`src/rtl/tisc_spi_flash_seq.sv`:
```
// rtl/tisc_spi_flash_seq.sv - SPI flash command sequencer driving simple_spi over WISHBONE
// Sends opcode, optional address, dummy and read bytes as one CS_B-framed transaction.
module tisc_spi_flash_seq #(
  parameter logic [7:0]  SPCR_INIT = 8'h50,
  parameter logic [15:0] TIMEOUT   = 16'hFFFF,
  parameter int          CS_GAP    = 4
) (
  input  logic        clk_i,
  input  logic        rst_i,
  input  logic        go_i,
  input  logic [7:0]  cmd_i,
  input  logic [23:0] addr_i,
  input  logic        addr_en_i,
  input  logic [3:0]  dummy_i,
  input  logic [8:0]  rx_len_i,
  output logic        busy_o,
  output logic [7:0]  rx_dat_o,
  output logic        rx_valid_o,
  output logic        done_o,
  output logic        err_o,
  output logic        spi_cyc_o,
  output logic        spi_stb_o,
  output logic        spi_we_o,
  output logic [1:0]  spi_adr_o,
  output logic [7:0]  spi_dat_o,
  input  logic [7:0]  spi_dat_i,
  input  logic        spi_ack_i,
  output logic        cs_b_o
);

  localparam logic [2:0] S_INIT = 3'd0;
  localparam logic [2:0] S_IDLE = 3'd1;
  localparam logic [2:0] S_CSLO = 3'd2;
  localparam logic [2:0] S_TX   = 3'd3;
  localparam logic [2:0] S_POLL = 3'd4;
  localparam logic [2:0] S_RX   = 3'd5;
  localparam logic [2:0] S_CSHI = 3'd6;

  logic [2:0]  r_state;
  logic [7:0]  r_cmd;
  logic [23:0] r_addr;
  logic        r_addr_en;
  logic [9:0]  r_data_start;
  logic [9:0]  r_total;
  logic [9:0]  r_idx;
  logic [15:0] r_tmo;
  logic [7:0]  r_gap;
  logic        r_err_pend;
  logic        r_cyc;
  logic        r_stb;
  logic        r_we;
  logic [1:0]  r_adr;
  logic [7:0]  r_dat;
  logic [7:0]  r_rx_dat;
  logic        r_rx_valid;
  logic        r_done;
  logic        r_err;
  logic        r_cs_b;

  logic [7:0]  w_tx_byte;
  logic        w_acc_state;
  logic        w_acc_we;
  logic [1:0]  w_acc_adr;
  logic [7:0]  w_acc_dat;
  logic [9:0]  w_start;
  logic        w_in_data;
  logic        w_last;
  logic        w_tmo;

  assign w_start   = 10'd1 + (addr_en_i ? 10'd3 : 10'd0) + {6'd0, dummy_i};
  assign w_in_data = (r_idx >= r_data_start);
  assign w_last    = ((r_idx + 10'd1) == r_total);
  // >= so a poll ack landing on the limit still times out next cycle
  assign w_tmo     = (r_tmo >= (TIMEOUT - 16'd1));
  assign w_acc_state = (r_state == S_INIT) || (r_state == S_TX) ||
                       (r_state == S_POLL) || (r_state == S_RX);

  always_comb begin
    w_tx_byte = 8'h00;
    if (r_idx == 10'd0) begin
      w_tx_byte = r_cmd;
    end else if (r_addr_en && (r_idx <= 10'd3)) begin
      case (r_idx[1:0])
        2'd1:    w_tx_byte = r_addr[23:16];
        2'd2:    w_tx_byte = r_addr[15:8];
        default: w_tx_byte = r_addr[7:0];
      endcase
    end
  end

  always_comb begin
    w_acc_we  = 1'b0;
    w_acc_adr = 2'd2;
    w_acc_dat = 8'h00;
    case (r_state)
      S_INIT: begin w_acc_we = 1'b1; w_acc_adr = 2'd0; w_acc_dat = SPCR_INIT; end
      S_TX:   begin w_acc_we = 1'b1; w_acc_adr = 2'd2; w_acc_dat = w_tx_byte; end
      S_POLL: w_acc_adr = 2'd1;
      default: ;
    endcase
  end

  always_ff @(posedge clk_i or posedge rst_i) begin
    if (rst_i) begin
      r_state <= S_INIT;      r_cmd <= 8'h00;         r_addr <= 24'h0;
      r_addr_en <= 1'b0;      r_data_start <= 10'd0;  r_total <= 10'd0;
      r_idx <= 10'd0;         r_tmo <= 16'd0;         r_gap <= 8'd0;
      r_err_pend <= 1'b0;     r_cyc <= 1'b0;          r_stb <= 1'b0;
      r_we <= 1'b0;           r_adr <= 2'd0;          r_dat <= 8'h00;
      r_rx_dat <= 8'h00;      r_rx_valid <= 1'b0;     r_done <= 1'b0;
      r_err <= 1'b0;          r_cs_b <= 1'b1;
    end else begin
      r_rx_valid <= 1'b0;
      r_done     <= 1'b0;
      r_err      <= 1'b0;
      if (w_acc_state) begin
        if (r_cyc && spi_ack_i) begin
          r_cyc <= 1'b0;
          r_stb <= 1'b0;
          r_tmo <= 16'd0;
          case (r_state)
            S_INIT: r_state <= S_IDLE;
            S_TX:   r_state <= S_POLL;
            S_POLL: begin
              if (spi_dat_i[0]) r_tmo <= r_tmo + 16'd1;
              else              r_state <= S_RX;
            end
            default: begin
              if (w_in_data) begin
                r_rx_valid <= 1'b1;
                r_rx_dat   <= spi_dat_i;
              end
              r_idx <= r_idx + 10'd1;
              if (w_last) begin
                r_state <= S_CSHI;
                r_cs_b  <= 1'b1;
                r_done  <= 1'b1;
                r_gap   <= 8'd0;
              end else begin
                r_state <= S_TX;
              end
            end
          endcase
        end else if (w_tmo) begin
          r_cyc      <= 1'b0;
          r_stb      <= 1'b0;
          r_state    <= S_CSHI;
          r_cs_b     <= 1'b1;
          r_done     <= 1'b1;
          r_err      <= 1'b1;
          r_err_pend <= 1'b1;
          r_gap      <= 8'd0;
          r_tmo      <= 16'd0;
        end else begin
          r_tmo <= r_tmo + 16'd1;
          // cyc is low on the first cycle of every access, giving the idle gap
          if (!r_cyc) begin
            r_cyc <= 1'b1;
            r_stb <= 1'b1;
            r_we  <= w_acc_we;
            r_adr <= w_acc_adr;
            r_dat <= w_acc_dat;
          end
        end
      end else begin
        case (r_state)
          S_IDLE: begin
            if (go_i) begin
              r_cmd        <= cmd_i;
              r_addr       <= addr_i;
              r_addr_en    <= addr_en_i;
              r_data_start <= w_start;
              r_total      <= w_start + {1'b0, rx_len_i};
              r_idx        <= 10'd0;
              r_state      <= S_CSLO;
            end
          end
          S_CSLO: begin
            r_cs_b  <= 1'b0;
            r_tmo   <= 16'd0;
            r_state <= S_TX;
          end
          S_CSHI: begin
            if (r_gap == 8'(CS_GAP - 1)) begin
              r_state    <= r_err_pend ? S_INIT : S_IDLE;
              r_err_pend <= 1'b0;
              r_tmo      <= 16'd0;
            end else begin
              r_gap <= r_gap + 8'd1;
            end
          end
          default: r_state <= S_INIT;
        endcase
      end
    end
  end

  assign busy_o     = (r_state != S_IDLE);
  assign rx_dat_o   = r_rx_dat;
  assign rx_valid_o = r_rx_valid;
  assign done_o     = r_done;
  assign err_o      = r_err;
  assign spi_cyc_o  = r_cyc;
  assign spi_stb_o  = r_stb;
  assign spi_we_o   = r_we;
  assign spi_adr_o  = r_adr;
  assign spi_dat_o  = r_dat;
  assign cs_b_o     = r_cs_b;

endmodule

```
`config.mk`:
```
export PLATFORM = sky130hd
export DESIGN_NAME = tisc_spi_flash_seq
export DESIGN_NICKNAME = d
export VERILOG_FILES = /design/src/rtl/tisc_spi_flash_seq.sv
export SDC_FILE = /design/constraint.sdc
export NUM_CORES = 1
export LEC_CHECK = 0
export ABC_CLOCK_PERIOD_IN_PS = 4350
export CAP_MARGIN = 20
export CORE_MARGIN = 2
export CORE_UTILIZATION = 50
export DETAILED_ROUTE_END_ITERATION = 12
export DONT_BUFFER_PORTS = 1
export GPL_ROUTABILITY_DRIVEN = 1
export SLEW_MARGIN = 5
export SYNTH_ARGS = -nofsm -noshare
export SYNTH_HDL_FRONTEND = slang
export SYNTH_SLANG_ARGS = --single-unit
```
`constraint.sdc`:
```
create_clock -name clk_i -period 4.35 [get_ports clk_i]
set_input_delay 0.87 -clock clk_i [delete_from_list [all_inputs] [get_ports clk_i]]
set_output_delay 0.87 -clock clk_i [all_outputs]
set_load 0.005 [all_outputs]
```
==> tab_implementation.tex <==
\begin{tabular}{lr}
\hline
Metric & Value \\
\hline
\multicolumn{2}{l}{\textbf{Run status}} \\
\quad Run status & complete, but fails checks \\
\quad Violations in the final reports & design-rule violations \\
\multicolumn{2}{l}{\textbf{Timing}} \\
\quad Setup repair after global routing missed its margin & false \\
\quad Setup-violating endpoint count in the final report & 0 \\
\quad Relative max-transition margin & 0.4147 \\
\quad Final critical-path share of the clock period & 0.6777 \\
\quad Peak Freq & 339.2 MHz \\
\quad Total Negative Setup Slacks & 0 ns \\
\quad Measured slew at the worst slew-check pin & 0.8717 ns \\
\quad Worst clock skew & 0.01061 ns \\
\quad Final hold violation count & 0 \\
\quad Max-slew violation total from the final report & 0 \\
\quad Period minus WS final & 2.948 ns \\
\multicolumn{2}{l}{\textbf{CTS}} \\
\quad Number of buffers added by the clock tree synthesis step & 9 \\
\quad H-Tree Level Count & 3 \\
\quad Number of gates resized after cts & 0 \\
\quad Buffers inserted by post-CTS timing repair & 0 \\
\quad Clk pin slew, worst setup/hold paths & 0.07 ns \\
\quad Later-pin clock latency in the skew report & 0.36 ns \\
\quad CTS root buffer & sky130\_fd\_sc\_hd\_\_clkbuf\_16 \\
\quad TritonCTS clock tree & yes \\
\quad Number of buffers inserted for hold repair after clock tree synthesis & 0 \\
\quad Deepest clock path buffer count & 2 \\
\quad Number of sinks handled by clock tree synthesis & 111 \\
\multicolumn{2}{l}{\textbf{Synth}} \\
\quad Number of enable-type register cells in the synthesized netlist & 0 \\
\quad Average footprint of a synthesized cell & 9.010 um\^{}2 \\
\quad Most common cell in the netlist & sky130\_fd\_sc\_hd\_\_nand2\_1 \\
\quad Synth Flop Type & sky130\_fd\_sc\_hd\_\_dfrtp\_1 \\
\quad Syn nets & 741 \\
\quad Most area-hungry cell type in the Yosys netlist & sky130\_fd\_sc\_hd\_\_dfrtp\_1 \\
\quad Compound-gate portion of the synthesized area & 0.1533 \\
\quad Total of warnings raised by yosys & 0 \\
\quad Area of the mapped netlist & 5964 um\^{}2 \\
\quad Number of standard cells after synthesis & 662 \\
\quad Largest family of logic cells by synthesized area & simple AND/OR/NAND/NOR gates \\
\quad Post-synthesis adder-cell area fraction & 0.04657 \\
\quad XOR/XNOR Fraction of Synth Area & 0.04552 \\
\quad Commonest cells post-synth & 176 x sky130\_fd\_sc\_hd\_\_nand2\_1, 110 x sky130\_fd\_sc\_hd\_\_dfrtp\_1, 53 x sky130\_fd\_sc\_hd\_\_o21ai\_0, 32 x sky130\_fd\_sc\_hd\_\_nor2\_1, 28 x sky130\_fd\_sc\_hd\_\_clkbuf\_1 \\
\quad Multiplexer fraction of the synthesized cell area & 0.02916 \\
\quad Number of synthesized register bits & 111 \\
\quad Seq/Total Area, Yosys & 0.4659 \\
\quad Yosys cell types & 61 \\
\quad Simple-gate share of the synthesized area & 0.2226 \\
\quad Fraction of registers with async set or reset after synthesis & 1.000 \\
\quad Largest cells by area after synthesis & sky130\_fd\_sc\_hd\_\_dfrtp\_1 46\%, sky130\_fd\_sc\_hd\_\_nand2\_1 11\%, sky130\_fd\_sc\_hd\_\_o21ai\_0 4.4\% \\
\quad Proportion of netlist area held by the largest area contributor & 0.4615 \\
\multicolumn{2}{l}{\textbf{Detailed routing}} \\
\quad Initial drt markers & 421 \\
\quad Vias per inst & 5.630 \\
\quad Routed wirelength normalized by instance count & 16.33 um \\
\quad TritonRoute pass-1 iters & 9 \\
\quad Routed via count & 4453 \\
\quad Wirelength, routed & 12920 um \\
\quad Post-detailed-route DRC marker count & 2 \\
\quad Remaining number of nets flagged by the antenna check after routing & 0 \\
\multicolumn{2}{l}{\textbf{Die}} \\
\quad Row count & 39 \\
\quad Number of primary I/O pins & 84 \\
\quad Floorplan core area & 11520 um\^{}2 \\
\quad Die X-Extent & 113.2 um \\
\quad Die extent in y & 113.2 um \\
\quad Area of the die & 12820 um\^{}2 \\
\quad Starting utilization of the core area & 0.5179 \\
\multicolumn{2}{l}{\textbf{Critical path}} \\
\quad Max stage delay cell, worst path & sky130\_fd\_sc\_hd\_\_fa\_1 \\
\quad Longest individual stage delay on the worst path & 0.50 ns \\
\quad Series of cell instances along the critical path & inv\_1 -> ha\_1 -> fa\_1 -> inv\_1 -> fa\_1 -> a21o\_1 -> a21oi\_1 -> nor2b\_1 -> o21ai\_0 -> nor2\_1 -> xnor2\_1 -> o21ai\_0 \\
\quad Terminus of the critical flop-to-flop path & spi\_dat\_o[1] \\
\quad Critical Path Start & addr\_en\_i \\
\quad Largest fanout on the critical path & 3 \\
\quad Type of origin of the critical path & input port \\
\quad Source of the worst register-to-register timing path & r\_state[0] \\
\quad Arrival time of data at the critical path endpoint & 3.22 ns \\
\quad Category of the most critical setup path & in -> reg \\
\quad Worst Path Required & 4.62 ns \\
\quad Reg2Reg Setup Slack & 1.45 ns \\
\quad Capturing element type of the critical path & flip-flop \\
\quad Number of cell instances on the worst register-to-register path & 5 \\
\multicolumn{2}{l}{\textbf{Cells and area}} \\
\quad Share of layout cells above drive strength 1 & 0.07099 \\
\quad Non-filler cells, final & 791 \\
\quad Final core utilization & 0.5501 \\
\quad P\&R area growth vs syn & 6.209\% \\
\quad \# nets final & 722 \\
\quad \# diodes & 0 \\
\multicolumn{2}{l}{\textbf{Power and ir drop}} \\
\quad Leakage dissipation & 2.954 nW \\
\quad P per Cell Area & 621.8 nW/um\^{}2 \\
\quad Total chip power & 3.939 mW \\
\quad Maximum VDD drop & 286.4 uV \\
\multicolumn{2}{l}{\textbf{Min path}} \\
\quad Startpoint of the tightest hold check path & r\_addr[4] \\
\quad Endpoint with the worst hold slack & r\_addr[4] \\
\quad Instance count along the most critical hold path & 2 \\
\quad Hold Crit Class & reg -> reg \\
\multicolumn{2}{l}{\textbf{Global routing}} \\
\quad Initial antenna violation count & 0 \\
\quad Total GRT Usage & 0.2153 \\
\quad Via count of the first global-routing pass & 4462 \\
\quad Grt total ovfl & 0 \\
\quad Pin count of the biggest net entering global routing & 57 \\
\quad Wire length of the first global-routing pass & 22110 um \\
\multicolumn{2}{l}{\textbf{Placed design}} \\
\quad Final weighted congestion of routability-driven global placement & 0.7796 \\
\quad Post-Place Cells & 775 \\
\quad Detailed Place HPWL & 9149 um \\
\quad Number of input and output port buffers inserted & 0 \\
\multicolumn{2}{l}{\textbf{Job}} \\
\quad Count of maximum capacitance violations & 0 \\
\hline
\end{tabular}
## cell usage in the layout (no fill, tap or decap), types with 3 or more instances in the layout
master                      count
sky130_fd_sc_hd__or2_2          6
sky130_fd_sc_hd__nand2b_1       5
sky130_fd_sc_hd__and3_1         5
sky130_fd_sc_hd__o31ai_1        9
sky130_fd_sc_hd__nand4_1        5
sky130_fd_sc_hd__nor3_1         9
sky130_fd_sc_hd__nand3b_1       4
sky130_fd_sc_hd__mux2_2         9
sky130_fd_sc_hd__xor2_1        14
sky130_fd_sc_hd__a22oi_1        8
sky130_fd_sc_hd__a211o_1        3
sky130_fd_sc_hd__inv_1         18
sky130_fd_sc_hd__dfrtp_1      110
sky130_fd_sc_hd__o21ai_0       53
sky130_fd_sc_hd__nand2_1      176
sky130_fd_sc_hd__a21oi_1       14
sky130_fd_sc_hd__mux2i_1        5
sky130_fd_sc_hd__and2_1         6
sky130_fd_sc_hd__nor3b_1        3
sky130_fd_sc_hd__ha_1          19
sky130_fd_sc_hd__o41ai_1        4
sky130_fd_sc_hd__nor4_1         4
sky130_fd_sc_hd__or3_1          4
sky130_fd_sc_hd__a31oi_1        3
sky130_fd_sc_hd__buf_4          5
sky130_fd_sc_hd__nor2b_1        6
sky130_fd_sc_hd__clkbuf_16      9
sky130_fd_sc_hd__o21ai_1        3
sky130_fd_sc_hd__a22o_1         9
sky130_fd_sc_hd__nor2_1        32
sky130_fd_sc_hd__nand3_1       18
sky130_fd_sc_hd__xnor2_1       17
sky130_fd_sc_hd__a21o_1        10
## logic make-up (layout without fill, tap and decap cells)
logic type	count (synthesis)	count (layout)
simple gates	292	292
compound gates	137	137
flops	111	111
buf+inv	54	40
xor+xnor	31	31
fa+ha+maj	21	21
mux	16	16
## metal layers
metal  vias up  global-route usage  wire length (um)
met3        21             0.05035               632
li1       2218                   -                 -
met1      2121              0.2894              6116
met4         0             0.08049               200
met5         -                   0                 0
met2        93              0.3413              5969
## sequential cells by signal, indices dropped and copies added, names as in the netlist, 2 cells and up
name          cells
rx_dat_o          8
spi_adr_o         2
r_data_start      5
r_idx            10
r_cmd             8
r_tmo            16
r_total          10
r_state           3
r_gap             8
spi_dat_o         8
r_addr           24
## where the power goes
part	switching [mW]	internal, mW	total (mW)
registers	0.339	1.39	1.72
clock network	0.383	0.466	0.850
logic	0.804	0.561	1.36
total	1.53	2.41	3.94
## area by class of cell
| cell class | count | area (um^2) |
|---|---|---|
| repair buffers | 5 | 37.54 |
| flip-flops and latches | 111 | 2779 |
| fillers | 1079 | 5181 |
| well taps | 143 | 178.9 |
| clock buffers | 12 | 246.5 |
| clock inverters | 4 | 53.80 |
| inverters | 19 | 73.82 |
| multi-input cells | 497 | 2965 |
## worst max path at each step
stage / to
final: r_total[8]
after global routing: r_total[8]
after CTS: r_total[8]
after detailed placement: r_total[8]
after global placement: r_total[8]
after floorplan: done_o
## worst max-delay path, delay by kind of cell
family,cells,cell delay [ns]
AO/OA/AOI/OAI,4,0.78
XOR/XNOR,1,0.12
adder cells (fa/ha/maj),3,1.16
buffers and inverters,2,0.12
AND/OR/NAND/NOR,2,0.16
## per-stage QoR
stage,area (um^2),hold slack (ns),setup slack (ns)
after global routing,6335,0.4972,1.204
after floorplan,5964,0.4403,0.5510
after CTS,6335,0.4755,1.388
after global placement,6035,0.4532,1.084
final,6335,0.4767,1.402
after detailed placement,6035,0.4574,1.015
Note: power is estimated with default switching activity, not from simulation.
